===== config.mk =====
export PLATFORM = sky130hd
export DESIGN_NAME = uart_autobaud_ctrl_flat
export DESIGN_NICKNAME = d
export VERILOG_FILES = /design/src/rtl/uart_autobaud_ctrl_pkg.sv /design/src/rtl/uart_autobaud_ctrl_if.sv /design/src/rtl/uart_autobaud_ctrl_baud_gen.sv /design/src/rtl/uart_autobaud_ctrl.sv /design/src/flat_wrapper.sv
export SDC_FILE = /design/constraint.sdc
export NUM_CORES = 1
export LEC_CHECK = 0
export ABC_CLOCK_PERIOD_IN_PS = 3470
export CAP_MARGIN = 25
export CORE_MARGIN = 1.5
export CORE_UTILIZATION = 53
export CTS_CLUSTER_DIAMETER = 120
export DETAILED_ROUTE_END_ITERATION = 8
export PLACE_DENSITY = 0.77
export SLEW_MARGIN = 15
export SYNTH_ARGS = -nofsm -noshare
export SYNTH_HDL_FRONTEND = slang
export SYNTH_SLANG_ARGS = --single-unit

===== constraint.sdc =====
create_clock -name clk -period 3.47 [get_ports clk]
set_clock_uncertainty 0.2 [all_clocks]
set_input_delay 0.694 -clock clk [delete_from_list [all_inputs] [get_ports clk]]
set_output_delay 0.694 -clock clk [all_outputs]
set_load 0.01 [all_outputs]

===== src/rtl/uart_autobaud_ctrl_pkg.sv =====
// Shared types and constants for the UART autobaud controller.
// Build option UART_AUTOBAUD_RX_SYNC_EN (used in the top) adds a 2-flop rx synchronizer.
package uart_pkg;

    typedef enum logic [1:0] {
        IDLE,
        WAIT_FALL,
        MEASURE,
        CALC
    } ab_state_e;

    localparam int DEFAULT_DIV = 325;
    localparam int SYNC_EDGES  = 5;
    localparam int OVS_SHIFT   = 7;

endpackage


===== src/rtl/uart_autobaud_ctrl_if.sv =====
// Host/datapath side signals of the autobaud controller.
// master drives rx and the host controls; slave is the controller.
interface uart_autobaud_ctrl_if #(
    parameter int DIV_W = 16
);
    logic             rx;
    logic             autobaud_start;
    logic             manual_div_we;
    logic [DIV_W-1:0] manual_div;
    logic             baud_tick;
    logic [DIV_W-1:0] div_out;
    logic             locked;
    logic             busy;
    logic             ab_error;

    modport master (
        output rx, autobaud_start, manual_div_we, manual_div,
        input  baud_tick, div_out, locked, busy, ab_error
    );

    modport slave (
        input  rx, autobaud_start, manual_div_we, manual_div,
        output baud_tick, div_out, locked, busy, ab_error
    );
endinterface


===== src/rtl/uart_autobaud_ctrl_baud_gen.sv =====
// Divisor register and free-running counter producing the 16x baud_tick.
// Loading a divisor restarts the count so the first new tick lands div cycles later.
module uart_baud_gen
    import uart_pkg::*;
#(
    parameter int DIV_W = 16
) (
    input  logic             clk,
    input  logic             rst,
    input  logic [DIV_W-1:0] div,
    input  logic             div_load,
    output logic             baud_tick,
    output logic [DIV_W-1:0] div_out
);
    logic [DIV_W-1:0] div_reg;
    logic [DIV_W-1:0] cnt_reg;

    always_ff @(posedge clk) begin
        if (rst) begin
            div_reg <= DIV_W'(DEFAULT_DIV);
            cnt_reg <= '0;
        end else if (div_load) begin
            div_reg <= div;
            cnt_reg <= '0;
        end else if (baud_tick) begin
            cnt_reg <= '0;
        end else begin
            cnt_reg <= cnt_reg + DIV_W'(1);
        end
    end

    assign baud_tick = (cnt_reg == div_reg - DIV_W'(1));
    assign div_out   = div_reg;

endmodule


===== src/rtl/uart_autobaud_ctrl.sv =====
// Baud tick owner for the RX path: divisor comes from a host write or from timing a 0x55 sync char.
// Define UART_AUTOBAUD_RX_SYNC_EN when rx is asynchronous to clk.
module uart_autobaud_ctrl
    import uart_pkg::*;
#(
    parameter int DIV_W  = 16,
    parameter int MEAS_W = DIV_W + 7
) (
    input logic                 clk,
    input logic                 rst,
    uart_autobaud_ctrl_if.slave bus
);
    localparam int Q_W = MEAS_W + 1 - OVS_SHIFT;

    ab_state_e         state_reg, state_next;
    logic [MEAS_W-1:0] meas_reg, meas_next;
    logic [2:0]        edge_reg, edge_next;
    logic [MEAS_W-1:0] n_reg, n_next;
    logic              locked_reg, locked_next;
    logic              err_reg, err_next;
    logic              rx_q_reg;
    logic              rxs;
    logic              fall;
    logic              div_load;
    logic [DIV_W-1:0]  div_load_val;

`ifdef UART_AUTOBAUD_RX_SYNC_EN
    logic [1:0] sync_reg;
    always_ff @(posedge clk) begin
        if (rst) sync_reg <= 2'b11;
        else     sync_reg <= {sync_reg[0], bus.rx};
    end
    assign rxs = sync_reg[1];
`else
    assign rxs = bus.rx;
`endif

    always_ff @(posedge clk) begin
        if (rst) rx_q_reg <= 1'b1;
        else     rx_q_reg <= rxs;
    end
    assign fall = rx_q_reg & ~rxs;

    // N spans 8 bit times = 128 oversample ticks, so divide by 128 with round-to-nearest.
    logic [MEAS_W:0]  rounded;
    logic [Q_W-1:0]   quot;
    logic [63:0]      quot_wide;
    logic             quot_ok;
    assign rounded   = {1'b0, n_reg} + (MEAS_W+1)'(1 << (OVS_SHIFT - 1));
    assign quot      = rounded[MEAS_W:OVS_SHIFT];
    assign quot_wide = 64'(quot);
    assign quot_ok   = (quot_wide >= 64'd2) && (quot_wide <= ((64'd1 << DIV_W) - 64'd1));

    always_ff @(posedge clk) begin
        if (rst) begin
            state_reg  <= IDLE;
            meas_reg   <= '0;
            edge_reg   <= '0;
            n_reg      <= '0;
            locked_reg <= 1'b0;
            err_reg    <= 1'b0;
        end else begin
            state_reg  <= state_next;
            meas_reg   <= meas_next;
            edge_reg   <= edge_next;
            n_reg      <= n_next;
            locked_reg <= locked_next;
            err_reg    <= err_next;
        end
    end

    always_comb begin
        state_next   = state_reg;
        meas_next    = meas_reg;
        edge_next    = edge_reg;
        n_next       = n_reg;
        locked_next  = locked_reg;
        err_next     = err_reg;
        div_load     = 1'b0;
        div_load_val = bus.manual_div;

        // A start pulse restarts from any state and overrides a simultaneous host write.
        if (bus.autobaud_start) begin
            state_next  = WAIT_FALL;
            meas_next   = '0;
            edge_next   = '0;
            locked_next = 1'b0;
            err_next    = 1'b0;
        end else begin
            case (state_reg)
                IDLE: begin
                    if (bus.manual_div_we && (bus.manual_div >= DIV_W'(2))) begin
                        div_load    = 1'b1;
                        locked_next = 1'b0;
                    end
                end
                WAIT_FALL: begin
                    if (fall) begin
                        meas_next  = '0;
                        edge_next  = 3'd1;
                        state_next = MEASURE;
                    end
                end
                MEASURE: begin
                    meas_next = meas_reg + MEAS_W'(1);
                    if (fall) edge_next = edge_reg + 3'd1;
                    if (fall && (edge_reg == 3'(SYNC_EDGES - 1))) begin
                        n_next     = meas_reg + MEAS_W'(1);
                        state_next = CALC;
                    end else if (meas_reg == '1) begin
                        err_next   = 1'b1;
                        state_next = IDLE;
                    end
                end
                CALC: begin
                    if (quot_ok) begin
                        div_load     = 1'b1;
                        div_load_val = DIV_W'(quot_wide);
                        locked_next  = 1'b1;
                    end else begin
                        err_next = 1'b1;
                    end
                    state_next = IDLE;
                end
                default: state_next = IDLE;
            endcase
        end
    end

    uart_baud_gen #(.DIV_W(DIV_W)) u_baud_gen (
        .clk       (clk),
        .rst       (rst),
        .div       (div_load_val),
        .div_load  (div_load),
        .baud_tick (bus.baud_tick),
        .div_out   (bus.div_out)
    );

    assign bus.busy     = (state_reg != IDLE);
    assign bus.locked   = locked_reg;
    assign bus.ab_error = err_reg;

endmodule


===== src/flat_wrapper.sv =====
// flat-port wrapper written by rule: the top's interface ports become plain ports
module uart_autobaud_ctrl_flat import uart_pkg::*;
#(
    parameter int DIV_W  = 16,
    parameter int MEAS_W = DIV_W + 7
)
  (clk, rst, bus_rx, bus_autobaud_start, bus_manual_div_we, bus_manual_div, bus_baud_tick, bus_div_out, bus_locked, bus_busy, bus_ab_error);
  uart_autobaud_ctrl_if #(.DIV_W(DIV_W)) bus_i ();
  input logic clk;
  input logic rst;
  input wire logic [$bits(bus_i.rx)-1:0] bus_rx;
  input wire logic [$bits(bus_i.autobaud_start)-1:0] bus_autobaud_start;
  input wire logic [$bits(bus_i.manual_div_we)-1:0] bus_manual_div_we;
  input wire logic [$bits(bus_i.manual_div)-1:0] bus_manual_div;
  output wire logic [$bits(bus_i.baud_tick)-1:0] bus_baud_tick;
  output wire logic [$bits(bus_i.div_out)-1:0] bus_div_out;
  output wire logic [$bits(bus_i.locked)-1:0] bus_locked;
  output wire logic [$bits(bus_i.busy)-1:0] bus_busy;
  output wire logic [$bits(bus_i.ab_error)-1:0] bus_ab_error;
  assign bus_i.rx = bus_rx;
  assign bus_i.autobaud_start = bus_autobaud_start;
  assign bus_i.manual_div_we = bus_manual_div_we;
  assign bus_i.manual_div = bus_manual_div;
  assign bus_baud_tick = bus_i.baud_tick;
  assign bus_div_out = bus_i.div_out;
  assign bus_locked = bus_i.locked;
  assign bus_busy = bus_i.busy;
  assign bus_ab_error = bus_i.ab_error;
  uart_autobaud_ctrl #(.DIV_W(DIV_W), .MEAS_W(MEAS_W)) u_core (.clk(clk), .rst(rst), .bus(bus_i));
endmodule

==> Word-level counts from Yosys, hierarchy flattened <==
Index checks and enable logic that the tools add are counted.
Widths: inputs -> output; s select.
{ "totals": {"reg_bits": 86, "latchBits": 0, "ram_bits": 0, "romBits": 0, "inputBits": 21, "wordCells": 80, "memories": 0} }
{ "classes": {"add_sub_neg": 5, "multipliers": 0, "n_div": 0, "order_cmp": 3, "eq_ne": 16, "shift": 0, "mux": 24, "bitwise_logic": 3, "n_reduce_logical": 19} }
{ "op_table": {"columns": ["operator", "count"], "rows": [
  ["$mux 16", 3],
  ["$pmux 23 s2", 1],
  ["$add 23x7->24 const B", 1],
  ["$add 23x1->23 const B", 1],
  ["$eq 23x23->1 const B", 1],
  ["$mux 23", 1],
  ["$ge 17x2->1 const B", 1],
  ["$le 17x16->1 const B", 1],
  ["$add 16x1->16 const B", 1],
  ["$eq 16x16->1", 1],
  ["$ge 16x2->1 const B", 1],
  ["$sub 16x1->16 const B", 1],
  ["$reduce_and 3->1", 5],
  ["$ne 2x1->1 const B", 5],
  ["$mux 1", 9],
  ["$reduce_bool 2->1", 4],
  ["$mux 2", 3],
  ["$mux 3", 2],
  ["$pmux 1 s2", 3],
  ["$pmux 2 s3", 1],
  ["$pmux 3 s2", 1],
  ["$eq 2x2->1 const B", 2],
  ["$ne 2x2->1 const B", 2],
  ["$ne 4x2->1 const B", 1],
  ["other kinds (15)", 18]
]} }

==> Logic depth before layout (Yosys ltp) <==
{ "depth": {"ltp_word": 7, "depth_mapped": 10} }

==> Modules after synthesis <==
From an unflattened synthesis, not the netlist that was laid out.
{ "hier_totals": {"hier_cells": 624, "hier_area_um2": 5159.9} }
{ "modules_own_cells": {"columns": ["module", "instances", "cells_each", "area_per_inst_um2"], "rows": [
  ["uart_autobaud_ctrl", 1, 416, 3265.6],
  ["uart_baud_gen", 1, 208, 1894.3]
]} }

==> Least setup slack after synthesis <==
OpenSTA, ideal clock, no wires.
{ "synth_timing": {"kind": "register to output", "start": "register u_core.u_baud_gen.div_reg[3] (netlist: u_core.u_baud_gen.div_out[3])", "end": "output bus_baud_tick", "arrival_time_ps": 2572, "t_required_ps": 2576, "path_slack_ps": 4, "stages_incl_launch_ff": 9, "path_cell_list": "dfxtp_1 -> clkbuf_1 -> or4_4 -> nor4_4 -> mux2_2 -> mux2i_1 -> a21oi_1 -> nor4b_4 -> buf_6"} }
{ "synth_via": {"elab_chain_len": 2} }
{ "synth_lines": {"columns": ["element", "line", "source"], "rows": [
  ["from (decl)", "uart_autobaud_ctrl_baud_gen.sv:15", "logic [DIV_W-1:0] div_reg;"],
  ["from (signal assigned)", "uart_autobaud_ctrl_baud_gen.sv:20", "div_reg <= DIV_W'(DEFAULT_DIV);"],
  ["from (signal assigned)", "uart_autobaud_ctrl_baud_gen.sv:23", "div_reg <= div;"],
  ["$sub 16x1->16", "uart_autobaud_ctrl_baud_gen.sv:32", "assign baud_tick = (cnt_reg == div_reg - DIV_W'(1));"],
  ["$eq 16x16->1", "uart_autobaud_ctrl_baud_gen.sv:32", null],
  ["to (decl)", "flat_wrapper.sv:15", "output wire logic [$bits(bus_i.baud_tick)-1:0] bus_baud_tick;"]
]} }
No other way between the ends.

==> Final worst setup path <==
{ "layout_timing": {"start": "register u_core.u_baud_gen.div_reg[4] (netlist: u_core.u_baud_gen.div_out[4])", "end": "output bus_baud_tick"} }
Same word-level chain as after synthesis.

==> impl_metrics.ini <==
[pwr]
switchingPower_uw = 503
combPwrFrac = 0.143
power_leakage_uw = 0.00198
switching_share = 0.266
totalPowerFinal_uw = 1890
seqPwrFrac = 0.502
p_int_uw = 1390
power_density_mw_per_mm2 = 324
ir_drop_mv = 0.197
clkPwrFrac = 0.355

[yosys]
yosys_warnings = 0
avgSynthCellArea_um2 = 8.15
synth_seq_cells = 80
yosys.area_share.adder = 0.0251
synth_compound_area_frac = 0.150
syn_nets = 642
synthSimpleGateAreaFrac = 0.281
synth-edff-count = 0
yosys_most_used_dff = dfxtp_1
synthMuxAreaShare = 0.0490
ys_types = 61
synth_top_family_by_area = simple AND/OR/NAND/NOR gates
synthCells = 611
synth-xor-area-share = 0.128
async_reset_ff_frac = 0
yosysSeqAreaShare = 0.322
syn_area_mm2 = 0.00498

[clock_network]
cts_buffers = 9
cts_buffer_depth = 2
clk_latency_ns = 0.35
ctsHoldBuffers = 0
clock-sinks = 80
path_clk_slew_ns = 0.08
tritoncts = done
clock-root-buffer = clkbuf_8
cts_htree_levels = 3

[grt]
grt_first_pass_wirelength_mm = 19.7
grt_util_all_layers = 0.243
grt-ovfl-total = 0
grt_pass1_vias = 4302
antenna_found_initial = 0
grt_max_degree = 35

[die]
placementRows = 35
die_h_um = 99.9
ioPinCount = 41
coreArea_mm2 = 0.00915
die_w_um = 99.9
start_util = 0.544
die-area_mm2 = 0.00999

[place]
dp.cells = 755
gp_congestion = 0.920
io_buffers = 40
pre_cts_slack_ns = -0.108
dpl.hpwl_mm = 8.88

[worst_setup_path]
crit_type = reg -> out
arrival_ns = 2.66
path_cells = or4_4 -> buf_6 -> nor4_4 -> mux2_4 -> mux2i_1 -> a21oi_2 -> nor4b_4 -> buf_2
critical_path.max_stage_delay_ns = 0.55
worst_setup_path_start_kind = register
crit_required_ns = 2.58
crit_fanout = 2
crit_path_top_delay_cell = or4_4
end_kind = output pin

[timing]
final.min_clock_period_ns = 3.55
hold_ws_ns = 0.280
clock.fmax_mhz = 281
setup_slack_ns = -0.0849
hold_violations = 0
max-slew-margin-rel = 0.405
drv_slew = 0
worst_pin_slew_ns = 0.886
period_share = 1.02
rsz0062_at_grt = true
setup_tns_ns = -0.0849
setup_viol = 1

[detailed_routing]
wl_mm = 11.7
drc = 0
detail-route-antenna-nets = 0
post_drt_wl_per_cell_um = 15.2
viasPerCell = 5.86
drt_iter0_drc = 210
vias = 4525
drt_pass1_iterations = 4

[final_layout]
num-fill-cells = 770
antenna_cells = 0
drive_gt1_frac = 0.118
largest_reg_flops = 23
multi_input_area_mm2 = 0.00320
seq_area_mm2 = 0.00160
final_nets = 687
mostFrequentLayoutCell = dfxtp_1
final_cell_mix = dfxtp_1, nor2_1, xnor2_1
instances_no_fill = 772
syn2layout_area_growth_pct = 17.3

[worst_hold_path]
hold_path.class = reg -> reg

[flow_run]
maxCapViolCount = 0

[run_status]
failed_checks = setup timing
status = finished, violations left
==> critical path, delay by kind of cell (launching register included) <==
family | cells | cell delay (ns)
multiplexers | 2 | 0.47
flip-flops | 1 | 0.32
buffers and inverters | 2 | 0.32
AND/OR/NAND/NOR | 3 | 1.12
AO/OA/AOI/OAI | 1 | 0.09
==> power groups by stage <==
stage / logic [uW] / registers, uW / clock network (uW)
finish: 271 / 950 / 672
global route: 297 / 952 / 727
CTS: 266 / 950 / 679
detailed placement: 262 / 971 / 0
global placement: 257 / 970 / 0
floorplan: 137 / 980 / 0
==> metal layers <==
metal,up-vias,GRT usage,share of wire
met5,-,0,0
met3,29,0.0390,0.038
met4,0,0.116,0.036
met1,2081,0.276,0.42
li1,2292,-,-
met2,123,0.443,0.51
==> cells by family (layout without fill, tap and decap cells) <==
family                     after synthesis  count (layout)
adders and majority gates               10              10
xor gates and xnor gates                73              73
muxes                                   24              24
DFF                                     80              80
AOI/OAI and AO/OA                      119             119
buffers and inverters                   54             104
and+or+nand+nor                        251             251
==> cell usage after synthesis (all sizes together), types with 2 or more instances <==
master,count,area share
and2,6,0.0075
a21oi,26,0.027
a21o,3,0.0045
a221oi,2,0.0048
a22oi,6,0.0090
and4,6,0.011
and3,18,0.023
mux2i,21,0.042
nor3,30,0.030
nand4b,11,0.019
buf,11,0.012
or3,9,0.012
dfxtp,80,0.32
a31oi,9,0.011
nor2,63,0.047
nand2b,2,0.0025
nand3,28,0.029
or4,6,0.011
and2b,2,0.0035
xor2,32,0.056
o21ai,41,0.041
ha,10,0.025
nand4,13,0.016
nand3b,3,0.0053
mux2,3,0.0068
a211oi,20,0.030
nor4,10,0.020
inv,14,0.011
nor3b,3,0.0045
clkbuf,29,0.022
nand2,34,0.026
or2,3,0.0038
xnor2,41,0.072
nor4b,2,0.0078
==> final timing paths <==
check	to	start	slack [ns]	cells after the start
min	u_core.edge_reg[1]$_SDFFE_PP0P_	u_core.edge_reg[1]$_SDFFE_PP0P_	0.28	2
max	bus_baud_tick	u_core.u_baud_gen.div_out[4]$_SDFFE_PP0P_	-0.08	8
max reg2reg	u_core.u_baud_gen.div_out[2]$_SDFFE_PP1P_	u_core.n_reg[7]$_SDFFE_PP0P_	0.45	9
min reg2reg	u_core.edge_reg[1]$_SDFFE_PP0P_	u_core.edge_reg[1]$_SDFFE_PP0P_	0.28	2
==> repair_timing <==
item / in CTS / in global routing
buffers inserted: 0 / 1
gates resized for setup: 7 / 9
pin swaps: 1 / 8
endpoints found under the setup margin: 1 / 1
==> per-stage QoR <==
stage / cell area (um2) / utilization
after CTS: 5800 / 0.633
after floorplan: 4980 / -
final: 5840 / 0.638
after global placement: 5600 / 0.612
after global routing: 5840 / 0.638
after detailed placement: 5600 / 0.612
==> cell type report <==
type / count / area share
clock inverter: 6 / 0.0103
inverter: 14 / 0.00900
sequential: 80 / 0.274
timing repair buffer: 74 / 0.113
clock buffer: 10 / 0.0219
tap: 111 / 0.0238
multi-input combinational: 477 / 0.548
Note: power is estimated with default switching activity, not from simulation.
